## src/rtl/uc_multiciclo_if.sv

```systemverilog
// Bundle of control/status signals between microc's datapath and its multi-cycle
// control unit.
//   slave  : the control unit (consumes Opcode/z/run/step, drives strobes and status)
//   master : the datapath/CPU side (drives Opcode/z/run/step, consumes strobes)
interface uc_multiciclo_if #(
    parameter int unsigned CNT_W = 16
);
    logic [5:0]       Opcode;   // opcode field from instruction memory
    logic             z;        // zero-flag register output
    logic             run;      // execute continuously
    logic             step;     // one-cycle pulse: execute one instruction
    logic             s_inc;    // PC mux: 1 = PC+1, 0 = jump target
    logic             s_inm;    // regfile write-data mux: 1 = immediate
    logic             we3;      // regfile write enable
    logic             wez;      // zero-flag write enable
    logic [2:0]       Op;       // ALU operation
    logic             pc_we;    // PC write enable
    logic             halted;   // high while in HALT
    logic [CNT_W-1:0] retired;  // executed-instruction count

    modport slave (
        input  Opcode, z, run, step,
        output s_inc, s_inm, we3, wez, Op, pc_we, halted, retired
    );

    modport master (
        output Opcode, z, run, step,
        input  s_inc, s_inm, we3, wez, Op, pc_we, halted, retired
    );
endinterface

```

## src/rtl/uc_multiciclo.sv

```systemverilog
// Multi-cycle control unit for microc. Sequences IDLE -> FETCH (FETCH_CYCLES cycles)
// -> EXEC (1 cycle), decodes the opcode into datapath strobes during EXEC, supports
// run / single-step operation, an absorbing HALT state and a retired-instruction counter.
// Ports:
//   clk   : system clock, rising edge
//   reset : asynchronous, active-low reset
//   bus   : uc_multiciclo_if slave modport (Opcode, z, run, step in;
//           s_inc, s_inm, we3, wez, Op, pc_we, halted, retired out)
module uc_multiciclo #(
    parameter int unsigned FETCH_CYCLES = 1,   // legal 1..4
    parameter int unsigned CNT_W        = 16
) (
    input  logic              clk,
    input  logic              reset,
    uc_multiciclo_if.slave    bus
);

    localparam logic [1:0] StIdle  = 2'd0;
    localparam logic [1:0] StFetch = 2'd1;
    localparam logic [1:0] StExec  = 2'd2;
    localparam logic [1:0] StHalt  = 2'd3;

    localparam logic [1:0] FetchLast = 2'(FETCH_CYCLES - 1);
    localparam logic [5:0] OpcHalt   = 6'b000011;

    logic [1:0]       state_q, state_d;
    logic [1:0]       fetch_cnt_q, fetch_cnt_d;
    logic [CNT_W-1:0] retired_q, retired_d;

    logic             is_halt_op;

    assign is_halt_op = (bus.Opcode == OpcHalt);

    // Next-state, fetch counter and retired counter
    always_comb begin
        state_d     = state_q;
        fetch_cnt_d = fetch_cnt_q;
        retired_d   = retired_q;
        case (state_q)
            StIdle: begin
                fetch_cnt_d = 2'd0;
                // run and step both lead to FETCH; which one won only matters in EXEC
                if (bus.run || bus.step) begin
                    state_d = StFetch;
                end
            end
            StFetch: begin
                if (fetch_cnt_q == FetchLast) begin
                    state_d     = StExec;
                    fetch_cnt_d = 2'd0;
                end else begin
                    fetch_cnt_d = fetch_cnt_q + 2'd1;
                end
            end
            StExec: begin
                fetch_cnt_d = 2'd0;
                if (is_halt_op) begin
                    state_d = StHalt;
                end else begin
                    retired_d = retired_q + 1'b1;  // wraps naturally
                    state_d   = bus.run ? StFetch : StIdle;
                end
            end
            default: begin
                state_d = StHalt;  // absorbing until reset
            end
        endcase
    end

    always_ff @(posedge clk or negedge reset) begin
        if (!reset) begin
            state_q     <= StIdle;
            fetch_cnt_q <= 2'd0;
            retired_q   <= '0;
        end else begin
            state_q     <= state_d;
            fetch_cnt_q <= fetch_cnt_d;
            retired_q   <= retired_d;
        end
    end

    // Strobe decode: only active in EXEC; state is cleared asynchronously by reset,
    // so every strobe falls as soon as reset asserts.
    always_comb begin
        bus.s_inc = 1'b0;
        bus.s_inm = 1'b0;
        bus.we3   = 1'b0;
        bus.wez   = 1'b0;
        bus.Op    = 3'b000;
        bus.pc_we = 1'b0;
        if (state_q == StExec) begin
            bus.pc_we = 1'b1;
            if (bus.Opcode[5]) begin
                // R-type ALU
                bus.Op    = bus.Opcode[4:2];
                bus.we3   = 1'b1;
                bus.wez   = 1'b1;
                bus.s_inc = 1'b1;
            end else if (bus.Opcode[4]) begin
                // I-type ALU
                bus.Op    = bus.Opcode[3:1];
                bus.we3   = 1'b1;
                bus.wez   = 1'b1;
                bus.s_inm = 1'b1;
                bus.s_inc = 1'b1;
            end else if (bus.Opcode[3:2] == 2'b10) begin
                // LI
                bus.we3   = 1'b1;
                bus.s_inm = 1'b1;
                bus.s_inc = 1'b1;
            end else if (bus.Opcode[3:2] == 2'b00) begin
                case (bus.Opcode[1:0])
                    2'b00:   bus.s_inc = 1'b0;      // J
                    2'b01:   bus.s_inc = ~bus.z;    // JZ: taken when z=1
                    2'b10:   bus.s_inc = bus.z;     // JNZ: taken when z=0
                    default: bus.pc_we = 1'b0;      // HALT: PC frozen
                endcase
            end else begin
                // NOP (0001xx and anything unlisted)
                bus.s_inc = 1'b1;
            end
        end
    end

    assign bus.halted  = (state_q == StHalt);
    assign bus.retired = retired_q;

endmodule
```

## src/flat_wrapper.sv

```systemverilog
// flat-port wrapper written by rule: the top's interface ports become plain ports
module uc_multiciclo_flat 
#(
    parameter int unsigned FETCH_CYCLES = 1,                
    parameter int unsigned CNT_W        = 16
)
  (clk, reset, bus_Opcode, bus_z, bus_run, bus_step, bus_s_inc, bus_s_inm, bus_we3, bus_wez, bus_Op, bus_pc_we, bus_halted, bus_retired);
  uc_multiciclo_if #(.CNT_W(CNT_W)) bus_i ();
  input  logic clk;
  input  logic reset;
  input wire logic [$bits(bus_i.Opcode)-1:0] bus_Opcode;
  input wire logic [$bits(bus_i.z)-1:0] bus_z;
  input wire logic [$bits(bus_i.run)-1:0] bus_run;
  input wire logic [$bits(bus_i.step)-1:0] bus_step;
  output wire logic [$bits(bus_i.s_inc)-1:0] bus_s_inc;
  output wire logic [$bits(bus_i.s_inm)-1:0] bus_s_inm;
  output wire logic [$bits(bus_i.we3)-1:0] bus_we3;
  output wire logic [$bits(bus_i.wez)-1:0] bus_wez;
  output wire logic [$bits(bus_i.Op)-1:0] bus_Op;
  output wire logic [$bits(bus_i.pc_we)-1:0] bus_pc_we;
  output wire logic [$bits(bus_i.halted)-1:0] bus_halted;
  output wire logic [$bits(bus_i.retired)-1:0] bus_retired;
  assign bus_i.Opcode = bus_Opcode;
  assign bus_i.z = bus_z;
  assign bus_i.run = bus_run;
  assign bus_i.step = bus_step;
  assign bus_s_inc = bus_i.s_inc;
  assign bus_s_inm = bus_i.s_inm;
  assign bus_we3 = bus_i.we3;
  assign bus_wez = bus_i.wez;
  assign bus_Op = bus_i.Op;
  assign bus_pc_we = bus_i.pc_we;
  assign bus_halted = bus_i.halted;
  assign bus_retired = bus_i.retired;
  uc_multiciclo #(.FETCH_CYCLES(FETCH_CYCLES), .CNT_W(CNT_W)) u_core (.clk(clk), .reset(reset), .bus(bus_i));
endmodule
```

## config.mk

```make
export PLATFORM = sky130hd
export DESIGN_NAME = uc_multiciclo_flat
export DESIGN_NICKNAME = d
export VERILOG_FILES = /design/src/rtl/uc_multiciclo_if.sv /design/src/rtl/uc_multiciclo.sv /design/src/flat_wrapper.sv
export SDC_FILE = /design/constraint.sdc
export NUM_CORES = 1
export LEC_CHECK = 0
export BUFFER_PORTS_ARGS = -buffer_cell sky130_fd_sc_hd__clkbuf_2
export CAP_MARGIN = 20
export CORE_MARGIN = 2
export CORE_UTILIZATION = 49
export DETAILED_ROUTE_END_ITERATION = 7
export PLACE_DENSITY = 0.81
export SLEW_MARGIN = 20
export SYNTH_ARGS = -nofsm -noshare
export SYNTH_HDL_FRONTEND = slang
export SYNTH_SLANG_ARGS = --single-unit
```

## constraint.sdc

```tcl
create_clock -name clk -period 1.6 [get_ports clk]
set_input_delay 0.32 -clock clk [delete_from_list [all_inputs] [get_ports clk]]
set_output_delay 0.32 -clock clk [all_outputs]
set_load 0.02 [all_outputs]
```

==> flow_summary.toml, run 1 <==
[sta]
final_critical_path_required_period_ps = 1580
final_min_period_over_clock_period = 0.986
timing.max_slew.rel_slack = 0.675
max_freq_mhz = 634
final_hold_viol_count = 0
timing.final.max_slew_violations = 0
rsz0062_at_grt = "true"
timing_worst_slew_pin_value_ps = 488
timing.final.ws_setup_ps = 22.9
worst_clock_skew_ps = 1.07
setup_viol_count_final = 0

[yosys]
synth_area_leaders = "dfrtp_1, xnor2_1, xor2_1, ha_1, nand4_1"
ys_types = 31
ys_seq_area_frac = 0.457
post-synth-top-area-cell = "dfrtp_1"
synthesis.area_sq_mm = 0.00109
synth.avg_cell_area_sq_um = 10.4
synth.net_count = 119
synth.top_cell.area_share = 0.457
postSynthRegisterBits = 20
synth.yosys.warnings = 0
synth_cells = 105

[floorplanning]
fp.dieH_um = 51.3
top_level_ports = 36
area_of_the_die_sq_mm = 0.00263
rows = 17
effective_utilization_at_floorplan = 0.505
die_w_um = 51.3
core_region_area_sq_mm = 0.00217

[hold_path]
timing.hold.worst.start = "bus_run"
timing.hold.worst.class = "in -> reg"
timing.hold.worst_endpoint = "u_core.state_q[0]"
hold-path-cell-count = 3

[power_and_ir_drop]
totalPowerFinal_mw = 2.09
static_power_due_to_leakage_nw = 0.642
pwr_density_cell_mw_per_mm2 = 1460
irDropWorstVdd_uv = 1210

[critical_path]
slowest_stage = "dfrtp_1"
setup.worst_path.end_class = "output port"
internal_reg_to_reg_setup_slack_ps = 40
critPathMaxFanout = 4
worst-path-buf-inv = 1
r2r.worst_path.cells = 5
critical_path.startpoint_type = "flip-flop"
crit_family = "flip-flops"
worst_r2r_startpoint = "u_core.state_q[0]"
type_of_the_worst_setup_path = "reg -> out"
cp_data_arrival_time_ps = 1260
rr_endpoint = "u_core.bus.retired[9]"
critical_path.max_stage_delay_ps = 420
timing.critical_path.cells = "nand2b_2 -> a21oi_1 -> buf_4"
cp_data_required_time_ps = 1280

[clock_network]
clkLatencyLatePin_ps = 300
root_buffer_master = "clkbuf_4"
clkTransAtPathRegs_ps = 110
cts_tree = "built"
clk_sink_count = 20
numCtsBuffers = 3
h-tree-depth = 1
clock_path_buffers = 2

[layout]
nets = 164
multiInputGateArea_sq_um = 599
ff_latch_area_sq_um = 502
fillCellCount = 193
mostFrequentLayoutCells = "clkbuf_2, dfrtp_1, nor2_1, buf_4, nand2_1"
diodes = 0
layout_commonest_cell = "clkbuf_2"
post-route-cell-area_sq_mm = 0.00144
drive_above_1_share = 0.403
postLayoutCoreUtil = 0.661
area.growth.synth_to_final_pct = 31.1

[global_routing]
first_global_vias = 902
antenna_found_initial = 0
global_route.overflow_total = 0
grt_pass1_wl_um = 4040
grt_util_overall = 0.214
grt_max_degree = 21

[routing]
route.detailed.wl_per_inst_um = 14.4
drt_first_iter_violations = 11
route.detailed.drc = 0
route.antenna.remaining_nets = 0
avgViaCountPerCell = 5.47
vias = 969
wl_um = 2550
drt_pre_antenna_iters = 4

[placed_design]
post_dp_cell_area_sq_mm = 0.00130
port_buffers = 35
pre_cts_ws_ps = 76.1
place_congestion = 0.866
hpwl_um = 1740

[status]
result_of_the_run = "finished, final reports clean"

[flow_run]
drv.max_cap_violation_count = 0
## registers in the layout, indices dropped and copies added, names as in the netlist
name / cells
u_core.state_q: 2
u_core.fetch_cnt_q: 2
u_core.bus.retired: 16
## per-stage QoR
stage	cells	hold WS, ps	setup TNS [ps]
4_1_cts	177	270	0
6_report	177	277	0
2_1_floorplan	105	24.4	0
3_3_place_gp	168	292	0
5_1_grt	177	252	-273
3_5_place_dp	168	304	0
## how the worst max path moves through the flow
stage | start | to | slack (ps) | cells past startpoint
after global routing | u_core.state_q[0] | u_core.bus.retired[9] | -50 | 5
after floorplan | u_core.state_q[0] | u_core.bus.retired[1] | 10 | 4
after CTS | u_core.state_q[0] | bus_Op[1] | 30 | 3
after global placement | bus_Opcode[3] | bus_pc_we | 110 | 4
final | u_core.state_q[0] | bus_Op[1] | 20 | 3
after detailed placement | bus_Opcode[1] | u_core.bus.retired[4] | 80 | 6
## area by class of cell
type / count / share of cell area
multi-input combinational: 80 / 0.418
tap: 28 / 0.0244
sequential: 20 / 0.350
inverter: 4 / 0.0105
clock buffer: 4 / 0.0253
timing repair buffer: 41 / 0.173
## tightest hold or removal path: stages
cell and delay, ps:
clkbuf_2 80, nor2_1 90, a32oi_1 60
## cells in the mapped netlist
cell type and n:
dfrtp_1 20, nor2_1 10, nand2_1 9, xnor2_1 8, xor2_1 7, nand4_1 6
a21oi_1 5, nand3_1 5, inv_1 4, ha_1 3, nor3_2 3, and3_1 2
mux2i_1 2, nand3b_1 2, nor2b_1 2, o21ai_0 2, a211o_4 1, a211oi_1 1
a21boi_0 1, a21oi_2 1, a32oi_1 1, and2_1 1, and2_2 1, and3_2 1
and4_1 1, buf_4 1, buf_6 1, mux2_2 1, nand2b_1 1, nand2b_4 1
nor4_4 1
## routing by layer
metal | track usage | share of wire | vias to the layer above
met2 | 0.351 | 0.50 | 31
li1 | - | - | 457
met1 | 0.266 | 0.43 | 473
met4 | 0.118 | 0.029 | 0
met3 | 0.0380 | 0.045 | 8
met5 | 0 | 0 | -
## report_power, final
part	switching [mW]	internal [mW]	total, mW
registers	0.166	0.622	0.789
clock network	0.157	0.139	0.296
logic	0.568	0.438	1.01
total	0.892	1.20	2.09
## cells by family (layout without fill, tap and decap cells)
kind of cell,after synthesis,in the layout,synth area share
AO/OA/AOI/OAI,12,12,0.0777
XOR/XNOR,15,15,0.120
adder cells (fa/ha/maj),3,3,0.0343
buffers and inverters,6,49,0.0309
flip-flops,20,20,0.457
multiplexers,3,3,0.0286
AND/OR/NAND/NOR,46,47,0.251
## timing repair
action                                 in CTS  in global routing
gates resized for setup                     4                 21
setup endpoints to repair                   6                 12
pin swaps                                   1                  0
gates cloned                                1                  0
endpoints found under the hold margin      20                  0
hold buffers                                1                  0
buffers inserted                            3                  0
Power figures use the tool's default switching activity.
==> run 2, diff against run 1 <==
- CORE_UTILIZATION: 49 -> 51
- CTS_BUF_LIST: default -> sky130_fd_sc_hd__clkbuf_8
- PLACE_DENSITY: 0.81 -> 0.83
==> flow_summary.toml, run 2 (synthesized netlist as in run 1, its figures left out) <==
[status]
result_of_the_run = "complete, but fails checks"
failed_checks = "negative setup slack"

[sta]
final_critical_path_required_period_ps = 1610
timing.max_slew.rel_slack = 0.672
setup_viol_count_final = 1
final.setup.tns_ps = -7.19
max_freq_mhz = 622
worst_clock_skew_ps = 7.64
timing.final.max_slew_violations = 0
final_hold_viol_count = 0
rsz0062_at_grt = "false"
timing.final.ws_setup_ps = -7.19
final_min_period_over_clock_period = 1.00
timing_worst_slew_pin_value_ps = 493

[layout]
post-route-cell-area_sq_mm = 0.00141
fillCellCount = 157
layout_commonest_cell = "clkbuf_2"
finalNonFillerCells = 174
drive_above_1_share = 0.374
area.growth.synth_to_final_pct = 28.9
postLayoutCoreUtil = 0.705
nets = 162
number_of_flip_flops_in_the_largest_register = 16
mostFrequentLayoutCells = "clkbuf_2, dfrtp_1, nor2_1"
diodes = 0

[global_routing]
global_route.overflow_total = 0
grt_max_degree = 21
grt-busiest-layer = "met2"
grt_pass1_wl_um = 3880
first_global_vias = 902
use_met1 = 0.232
groute.layer.met2.usage = 0.375
grtUsageMet3 = 0.0298
antenna_found_initial = 0
grt_util_overall = 0.199

[clock_network]
h-tree-depth = 1
clk_sink_count = 20
clock_path_buffers = 2
root_buffer_master = "clkbuf_8"
clkTransAtPathRegs_ps = 80
clkLatencyLatePin_ps = 260
cts_tree = "built"
numCtsBuffers = 3

[critical_path]
critPathMaxFanout = 9
setup.worst_path.end_class = "output port"
cp_data_arrival_time_ps = 1290
critical_path.startpoint_type = "flip-flop"
cp_data_required_time_ps = 1280
type_of_the_worst_setup_path = "reg -> out"

[power_and_ir_drop]
pwr_density_cell_mw_per_mm2 = 1540
static_power_due_to_leakage_nw = 0.629
irDropWorstVdd_uv = 1250

[hold_path]
timing.hold.worst.class = "in -> async"

[placed_design]
count_of_placed_standard_cells_including_taps = 167
pre_cts_ws_ps = 87.4
hpwl_um = 1700
port_buffers = 35
place_congestion = 0.765
post_dp_cell_area_sq_mm = 0.00130

[floorplanning]
top_level_ports = 36
rows = 16
core_region_area_sq_mm = 0.00200
effective_utilization_at_floorplan = 0.547
die_w_um = 50.3
area_of_the_die_sq_mm = 0.00253
fp.dieH_um = 50.3

[flow_run]
drv.max_cap_violation_count = 0

[routing]
drt_pre_antenna_iters = 4
route.antenna.remaining_nets = 0
drt_first_iter_violations = 10
route.detailed.drc = 0
route.detailed.wl_per_inst_um = 14.1
vias = 934
avgViaCountPerCell = 5.37
wl_um = 2460
==> run 2: cell count changes in the layout (fill, tap and decap cells not counted), moves of 2 or more <==
cell	delta
a21oi_1	+3
clkbuf_2	+7
buf_6	-2
buf_2	-2
a21oi_2	-3
clkbuf_8	+2
buf_4	-3
clkbuf_4	-3
==> run 2: area by class of cell <==
class / instances / area (sq um) / share of cell area
sequential: 20 / 500 / 0.355
clock buffer: 3 / 41.3 / 0.0293
inverter: 4 / 15.0 / 0.0106
clock inverter: 1 / 30.0 / 0.0213
tap: 27 / 33.8 / 0.0239
timing repair buffer: 40 / 218 / 0.154
multi-input combinational: 79 / 573 / 0.406
==> run 2: routing by layer <==
layer / vias up / routed length, um / part of all wire
met4: 0 / 30 / 0.012
li1: 445 / - / -
met5: - / 0 / 0
met2: 23 / 1330 / 0.54
met1: 462 / 1020 / 0.41
met3: 4 / 85 / 0.035
==> run 2: stage by stage <==
step,hold slack [ps],total power [mW]
2_1_floorplan,24.4,1.35
3_3_place_gp,300,1.60
3_5_place_dp,308,1.62
4_1_cts,29.2,2.17
5_1_grt,43.9,2.27
6_report,5.16,2.18
==> run 2: worst paths after layout <==
path | end | startpoint | depth (start not counted) | slack [ps]
max | bus_Op[0] | u_core.state_q[0] | 3 | -7
min | u_core.bus.retired[12] | reset | 1 | 5
max reg2reg | u_core.bus.retired[14] | u_core.bus.retired[0] | 5 | 160
min reg2reg | u_core.bus.retired[15] | u_core.bus.retired[15] | 1 | 480
max in group asynchronous | u_core.bus.retired[4] | reset | 1 | 1250
min in group clk | u_core.state_q[0] | bus_run | 3 | 320
==> run 2: power by group <==
| part | switching, mW | leakage [nW] | internal [mW] |
|---|---|---|---|
| logic | 0.546 | 0.363 | 0.363 |
| clock network | 0.170 | 0.0357 | 0.334 |
| registers | 0.145 | 0.231 | 0.621 |
==> run 2: timing repair <==
action                                  4_1_cts  5_1_grt
pin swaps                                     0        2
setup buffers                                 1        2
hold buffers                                  0        0
cloned                                        0        0
resized for setup                             3        3
endpoints found under the setup margin        3        3
==> run 2: critical path, stage by stage, from the launching register on <==
cell      delay [ps]
dfrtp_1          390
nand2b_4         210
a21oi_1          220
clkbuf_2         210
